$ cat config.mk
export PLATFORM = sky130hd
export DESIGN_NAME = fp32_to_int32_seq_flat
export DESIGN_NICKNAME = d
export VERILOG_FILES = /design/src/rtl/fp32_to_int32_seq_if.sv /design/src/rtl/fp32_to_int32_seq.sv /design/src/flat_wrapper.sv
export SDC_FILE = /design/constraint.sdc
export NUM_CORES = 1
export LEC_CHECK = 0
export CORE_MARGIN = 3
export CORE_UTILIZATION = 40
export DETAILED_ROUTE_END_ITERATION = 7
export REMOVE_ABC_BUFFERS = 1
export SLEW_MARGIN = 20
export SYNTH_ARGS = -nofsm -noshare
export SYNTH_HDL_FRONTEND = slang
export SYNTH_SLANG_ARGS = --single-unit
$ cat constraint.sdc
create_clock -name clk -period 6.6 [get_ports clk]
set_input_delay 1.32 -clock clk [delete_from_list [all_inputs] [get_ports clk]]
set_output_delay 1.32 -clock clk [all_outputs]
set_load 0.005 [all_outputs]
$ cat src/rtl/fp32_to_int32_seq_if.sv
// Handshake bundle between the FP add/sub result stream and the FP32 -> INT32
// converter.
//   in_valid/in_ready/in_f : operand side (producer -> converter)
//   out_valid/out_ready    : result side (converter -> consumer)
//   out_i                  : signed 32-bit result
//   out_ovf/out_nan/out_inexact : status flags qualified by out_valid
// master = producer/consumer side, slave = converter side.
interface fp32_to_int32_seq_if;
  logic        in_valid;
  logic        in_ready;
  logic [31:0] in_f;
  logic        out_valid;
  logic        out_ready;
  logic [31:0] out_i;
  logic        out_ovf;
  logic        out_nan;
  logic        out_inexact;

  modport master (
    output in_valid, in_f, out_ready,
    input  in_ready, out_valid, out_i, out_ovf, out_nan, out_inexact
  );

  modport slave (
    input  in_valid, in_f, out_ready,
    output in_ready, out_valid, out_i, out_ovf, out_nan, out_inexact
  );
endinterface

$ cat src/rtl/fp32_to_int32_seq.sv
// Multi-cycle FP32 -> signed INT32 converter, truncating toward zero, with
// saturation and NaN/overflow/inexact status. The mantissa is aligned
// iteratively, SHIFT_STEP bit positions per cycle (legal: 1, 2, 4, 8).
// Ports:
//   clk  : clock, rising edge
//   rst  : asynchronous reset, active-high
//   bus  : slave side of fp32_to_int32_seq_if (operand in, result/flags out)
// Sequence: IDLE -> DECODE -> SHIFT* -> NEG -> DONE -> IDLE; special
// operands go DECODE -> DONE directly.
module fp32_to_int32_seq #(
  parameter int SHIFT_STEP = 1
) (
  input  logic                 clk,
  input  logic                 rst,
  fp32_to_int32_seq_if.slave   bus
);

  typedef enum logic [2:0] {
    S_IDLE,
    S_DECODE,
    S_SHIFT,
    S_NEG,
    S_DONE
  } state_t;

  localparam logic [4:0] STEP = 5'(SHIFT_STEP);

  state_t      r_state, w_next;

  logic [31:0] r_f;        // latched operand
  logic [31:0] r_mag;      // working magnitude
  logic [4:0]  r_k;        // remaining shift distance
  logic        r_left;     // shift direction
  logic        r_sticky;   // OR of bits dropped by right shifts
  logic [31:0] r_out_i;
  logic        r_ovf, r_nan, r_inexact;

  // ---------------------------------------------------------------- decode
  logic        w_sign;
  logic [7:0]  w_exp;
  logic [22:0] w_man;
  logic        w_man_nz;
  logic        w_special;
  logic        w_left;
  logic [4:0]  w_k;

  assign w_sign   = r_f[31];
  assign w_exp    = r_f[30:23];
  assign w_man    = r_f[22:0];
  assign w_man_nz = |w_man;

  // Only exponents 127..157 (e = 0..30) take the shift path; everything
  // else (Inf/NaN, zero/denormal, |x| < 1, |x| >= 2^31) resolves in DECODE.
  assign w_special = (w_exp == 8'hFF) || (w_exp < 8'd127) || (w_exp >= 8'd158);

  // Binary point sits 23 bits up in the mantissa, so e == 23 <=> E == 150.
  assign w_left = (w_exp >= 8'd150);
  assign w_k    = w_left ? 5'(w_exp - 8'd150) : 5'(8'd150 - w_exp);

  logic [31:0] w_sp_i;
  logic        w_sp_ovf, w_sp_nan, w_sp_inex;

  always_comb begin
    w_sp_i    = 32'h0;
    w_sp_ovf  = 1'b0;
    w_sp_nan  = 1'b0;
    w_sp_inex = 1'b0;
    if (w_exp == 8'hFF) begin
      if (w_man_nz) begin
        w_sp_i   = 32'h7FFF_FFFF;
        w_sp_nan = 1'b1;
      end else begin
        w_sp_i   = w_sign ? 32'h8000_0000 : 32'h7FFF_FFFF;
        w_sp_ovf = 1'b1;
      end
    end else if (w_exp == 8'h00) begin
      w_sp_inex = w_man_nz;
    end else if (w_exp < 8'd127) begin
      w_sp_inex = 1'b1;
    end else begin
      // -2^31 is the one value with e == 31 that is exactly representable.
      if (r_f == 32'hCF00_0000) begin
        w_sp_i = 32'h8000_0000;
      end else begin
        w_sp_i   = w_sign ? 32'h8000_0000 : 32'h7FFF_FFFF;
        w_sp_ovf = 1'b1;
      end
    end
  end

  // ----------------------------------------------------------------- shift
  logic [4:0]  w_amt;
  logic [31:0] w_mask;
  logic [4:0]  w_k_rem;
  logic        w_lost;
  logic [31:0] w_shifted;

  // Shift amount is at most 8, so this is a small mux, not a barrel shifter.
  assign w_amt     = (r_k < STEP) ? r_k : STEP;
  assign w_mask    = (32'd1 << w_amt) - 32'd1;
  assign w_lost    = |(r_mag & w_mask);
  assign w_k_rem   = r_k - w_amt;
  assign w_shifted = r_left ? (r_mag << w_amt) : (r_mag >> w_amt);

  // ------------------------------------------------------------------ neg
  // mag <= 2^31-1 here, so the negate never overflows.
  logic [31:0] w_signed;
  assign w_signed = w_sign ? (~r_mag + 32'd1) : r_mag;

  // ------------------------------------------------------------------ FSM
  always_ff @(posedge clk or posedge rst) begin
    if (rst) r_state <= S_IDLE;
    else     r_state <= w_next;
  end

  always_comb begin
    w_next = r_state;
    unique case (r_state)
      S_IDLE:   if (bus.in_valid) w_next = S_DECODE;
      S_DECODE: begin
        if (w_special)      w_next = S_DONE;
        else if (w_k == 0)  w_next = S_NEG;
        else                w_next = S_SHIFT;
      end
      S_SHIFT:  if (w_k_rem == 0) w_next = S_NEG;
      S_NEG:    w_next = S_DONE;
      S_DONE:   if (bus.out_ready) w_next = S_IDLE;
      default:  w_next = S_IDLE;
    endcase
  end

  // -------------------------------------------------------------- datapath
  always_ff @(posedge clk or posedge rst) begin
    if (rst) begin
      r_f       <= 32'h0;
      r_mag     <= 32'h0;
      r_k       <= 5'd0;
      r_left    <= 1'b0;
      r_sticky  <= 1'b0;
      r_out_i   <= 32'h0;
      r_ovf     <= 1'b0;
      r_nan     <= 1'b0;
      r_inexact <= 1'b0;
    end else begin
      unique case (r_state)
        S_IDLE: begin
          if (bus.in_valid) r_f <= bus.in_f;
        end
        S_DECODE: begin
          if (w_special) begin
            r_out_i   <= w_sp_i;
            r_ovf     <= w_sp_ovf;
            r_nan     <= w_sp_nan;
            r_inexact <= w_sp_inex;
          end else begin
            r_mag    <= {8'b0, 1'b1, w_man};
            r_k      <= w_k;
            r_left   <= w_left;
            r_sticky <= 1'b0;
          end
        end
        S_SHIFT: begin
          r_mag <= w_shifted;
          r_k   <= w_k_rem;
          if (!r_left) r_sticky <= r_sticky | w_lost;
        end
        S_NEG: begin
          r_out_i   <= w_signed;
          r_ovf     <= 1'b0;
          r_nan     <= 1'b0;
          r_inexact <= r_sticky;
        end
        S_DONE: begin
          if (bus.out_ready) begin
            r_ovf     <= 1'b0;
            r_nan     <= 1'b0;
            r_inexact <= 1'b0;
          end
        end
        default: ;
      endcase
    end
  end

  assign bus.in_ready    = (r_state == S_IDLE);
  assign bus.out_valid   = (r_state == S_DONE);
  assign bus.out_i       = r_out_i;
  assign bus.out_ovf     = r_ovf;
  assign bus.out_nan     = r_nan;
  assign bus.out_inexact = r_inexact;

endmodule

$ cat src/flat_wrapper.sv
// flat-port wrapper written by rule: the top's interface ports become plain ports
module fp32_to_int32_seq_flat 
#(
  parameter int SHIFT_STEP = 1
)
  (clk, rst, bus_in_valid, bus_in_f, bus_out_ready, bus_in_ready, bus_out_valid, bus_out_i, bus_out_ovf, bus_out_nan, bus_out_inexact);
  fp32_to_int32_seq_if bus_i ();
  input  logic clk;
  input  logic rst;
  input wire logic [$bits(bus_i.in_valid)-1:0] bus_in_valid;
  input wire logic [$bits(bus_i.in_f)-1:0] bus_in_f;
  input wire logic [$bits(bus_i.out_ready)-1:0] bus_out_ready;
  output wire logic [$bits(bus_i.in_ready)-1:0] bus_in_ready;
  output wire logic [$bits(bus_i.out_valid)-1:0] bus_out_valid;
  output wire logic [$bits(bus_i.out_i)-1:0] bus_out_i;
  output wire logic [$bits(bus_i.out_ovf)-1:0] bus_out_ovf;
  output wire logic [$bits(bus_i.out_nan)-1:0] bus_out_nan;
  output wire logic [$bits(bus_i.out_inexact)-1:0] bus_out_inexact;
  assign bus_i.in_valid = bus_in_valid;
  assign bus_i.in_f = bus_in_f;
  assign bus_i.out_ready = bus_out_ready;
  assign bus_in_ready = bus_i.in_ready;
  assign bus_out_valid = bus_i.out_valid;
  assign bus_out_i = bus_i.out_i;
  assign bus_out_ovf = bus_i.out_ovf;
  assign bus_out_nan = bus_i.out_nan;
  assign bus_out_inexact = bus_i.out_inexact;
  fp32_to_int32_seq #(.SHIFT_STEP(SHIFT_STEP)) u_core (.clk(clk), .rst(rst), .bus(bus_i));
endmodule
==> flow_metrics.tcl <==
set metrics [dict create \
    ys.flop_type "dfrtp_1" \
    leakagePower_uw 0.00276 \
    first_global_vias 4870 \
    required_ps 6810 \
    ys_async_sr_fraction 1.00 \
    setup_violations 0 \
    vias_per_cell 5.90 \
    holdPathStages 2 \
    place_congestion 0.921 \
    synth.yosys.seq_area_share 0.442 \
    critPathKind "reg2reg" \
    numCtsBuffers 9 \
    period_minus_slack_ps 3290 \
    post_cts_buffers 0 \
    status "complete, no violations" \
    fin_util 0.484 \
    routedWlPerCell_um 18.3 \
    grt_overflow 0 \
    synth_top_family_by_area "compound AO/OA/AOI/OAI gates" \
    fp.dieArea_um2 16900 \
    syn-mean-instance-area_um2 9.84 \
    htreeDepth 3 \
    maxSlewViolCount 0 \
    coreArea_um2 14800 \
    synth_compound_area_frac 0.193 \
    cts_hold_buf 0 \
    yosysWarnings 0 \
    hpwl_um 10900 \
    synthAdderAreaFrac 0.0142 \
    stdcell_area_um2 7170 \
    io_buffer_count 72 \
    maxCapViolCount 0 \
    synthMuxAreaShare 0.108 \
    grt_pass1_wl_um 25700 \
    cts_buffer_depth 2 \
    drt-total-wl_um 15500 \
    cts_tree "built" \
    fmax_ghz 0.304 \
    cts-root-buf "clkbuf_16" \
    nets 706 \
    syn_inst 627 \
    syn_area_um2 6170 \
    synth_seq_cells 109 \
    die_h_um 130 \
    arrival_ps 3500 \
    yosysTopAreaCell "dfrtp_1" \
    drive_gt1_frac 0.138 \
    area_growth_pct 16.3 \
    grt_setup_unrepaired "false" \
    cts_resized 0 \
    setup_tns_ps 0 \
    antenna_left 0 \
    num_vias 5013 \
    io_pins 73 \
    worst_slew_pin_slew_ps 1100 \
    netlist.area_leader.share 0.442 \
    synth-edff-count 0 \
    hold_path.class "reg2reg" \
    chipWidth_um 130 \
    start_kind "flop" \
    synthSimpleGateAreaFrac 0.150 \
    synth_area_leaders "dfrtp_1, mux2_2, nand2_1, mux2i_1, o221a_2" \
    synth.most_common_cell "dfrtp_1" \
    numClockSinks 109 \
    clk_latency_ps 360 \
    initial_core_util 0.416 \
    ir_drop_v 0.000204 \
    preCtsSetupSlack_ps 3060 \
    drc 0 \
    antenna_found_initial 0 \
    grt_use_total 0.191 \
    synth_commonest_cells "dfrtp_1, nand2_1, nor2_1" \
    drtIter0Drc 408 \
    worst_slack_ps 3310 \
    synth.lib_cells_used.distinct 63 \
    hold_viol 0 \
    grt_max_degree 79 \
    fin_crit_sh 0.499 \
    core.rowCount 44 \
    cp-end-kind "flop" \
    synth_xor_xnor_area_share 0.0412 \
    max-slew-margin-rel 0.266 \
    clock-skew-final_ps 14.7 \
    dpl_cell_area_um2 6900 \
    powerDensity_nw_per_um2 495 \
    clk_pin_slew_ps 80 \
    antenna_cells 0 \
    drt_first_pass_iters 6 \
    reg2reg_depth 7 \
    path_max_fanout 31 \
]
==> logic make-up after synthesis <==
group / after synthesis
and+or+nand+nor: 186
AOI/OAI and AO/OA: 167
DFF: 109
buffers and inverters: 67
muxes: 62
xor gates and xnor gates: 29
adders and majority gates: 7
==> final cells by class <==
cell class / count / area [um2]
Tap cell: 184 / 230
Fill cell: 1365 / 7640
Clock buffer: 11 / 243
Inverter: 15 / 58.8
Timing Repair Buffer: 77 / 758
Sequential cell: 109 / 2730
Clock inverter: 3 / 23.8
Multi-Input combinational cell: 451 / 3130
==> cell usage in the layout, fill, tap and decap left out, drive strengths merged, types with 3 or more instances in the layout <==
cell type,netlist,final
inv,14,14
nor4,17,17
nand3b,3,3
and2,5,5
nor2,39,39
dfrtp,109,109
o221a,17,17
a22o,6,6
a31oi,4,4
nand3,10,10
clkbuf,22,11
buf,30,5
mux2i,24,24
nand2b,4,4
a21oi,36,36
clkdlybuf4s50,0,72
or4,4,4
xnor2,10,10
o21ai,39,39
o31ai,8,8
nor3,10,10
o211ai,8,8
a211oi,3,3
o41ai,10,10
mux2,38,38
ha,7,7
a221oi,3,3
o22a,8,8
nand2,76,76
xor2,19,19
o22ai,9,9
nand4,8,8
a311oi,5,5
==> worst max-delay path, cell delays in order (launching register included) <==
cell     delay [ps]
dfrtp_1         540
ha_1            350
nand4_1         180
o21ai_0         260
a21o_1          710
nand2_2         610
a31oi_1         340
o21ai_0         140
==> path summary, 6_finish.rpt <==
check	startpoint	to	slack, ps
setup / recovery	u_core.r_f[25]$_DFFE_PP0P_	u_core.r_mag[0]$_DFFE_PP0P_	3310
hold / removal	u_core.bus.out_i[3]$_DFFE_PP0P_	u_core.bus.out_i[3]$_DFFE_PP0P_	480
setup reg to reg	u_core.r_f[25]$_DFFE_PP0P_	u_core.r_mag[0]$_DFFE_PP0P_	3310
hold reg to reg	u_core.bus.out_i[3]$_DFFE_PP0P_	u_core.bus.out_i[3]$_DFFE_PP0P_	480
max in group asynchronous	rst	u_core.r_mag[11]$_DFFE_PP0P_	3970
min in group asynchronous	rst	u_core.bus.out_i[24]$_DFFE_PP0P_	1310
==> metrics by stage <==
step           total power, uW  instances  hold WS (ps)
6_report                  3550        850           479
4_1_cts                   3560        850           486
3_3_place_gp              3000        836           470
5_1_grt                   3840        850           511
2_1_floorplan             2440        575           467
3_5_place_dp              3050        836           471
==> flip-flops by register name (all words and copies together) (netlist names) <==
name	count
u_core.bus.out_inexact	1
u_core.bus.out_nan	1
u_core.bus.out_i	32
u_core.r_state	3
u_core.r_mag	32
u_core.r_k	5
u_core.r_left	1
u_core.r_sticky	1
u_core.bus.out_ovf	1
u_core.r_f	32
==> routing by layer <==
layer,vias to the layer above,track usage,share of wire
li1,2368,-,-
met5,-,0,0
met4,0,0.0477,0.012
met1,2473,0.277,0.47
met2,156,0.290,0.45
met3,16,0.0409,0.059
==> power breakdown <==
group	total (uW)	internal [uW]	switching [uW]
Clock	506	263	243
Sequential	1480	982	495
Combinational	1570	832	737
Total	3550	2080	1470
Power figures use the tool's default switching activity.
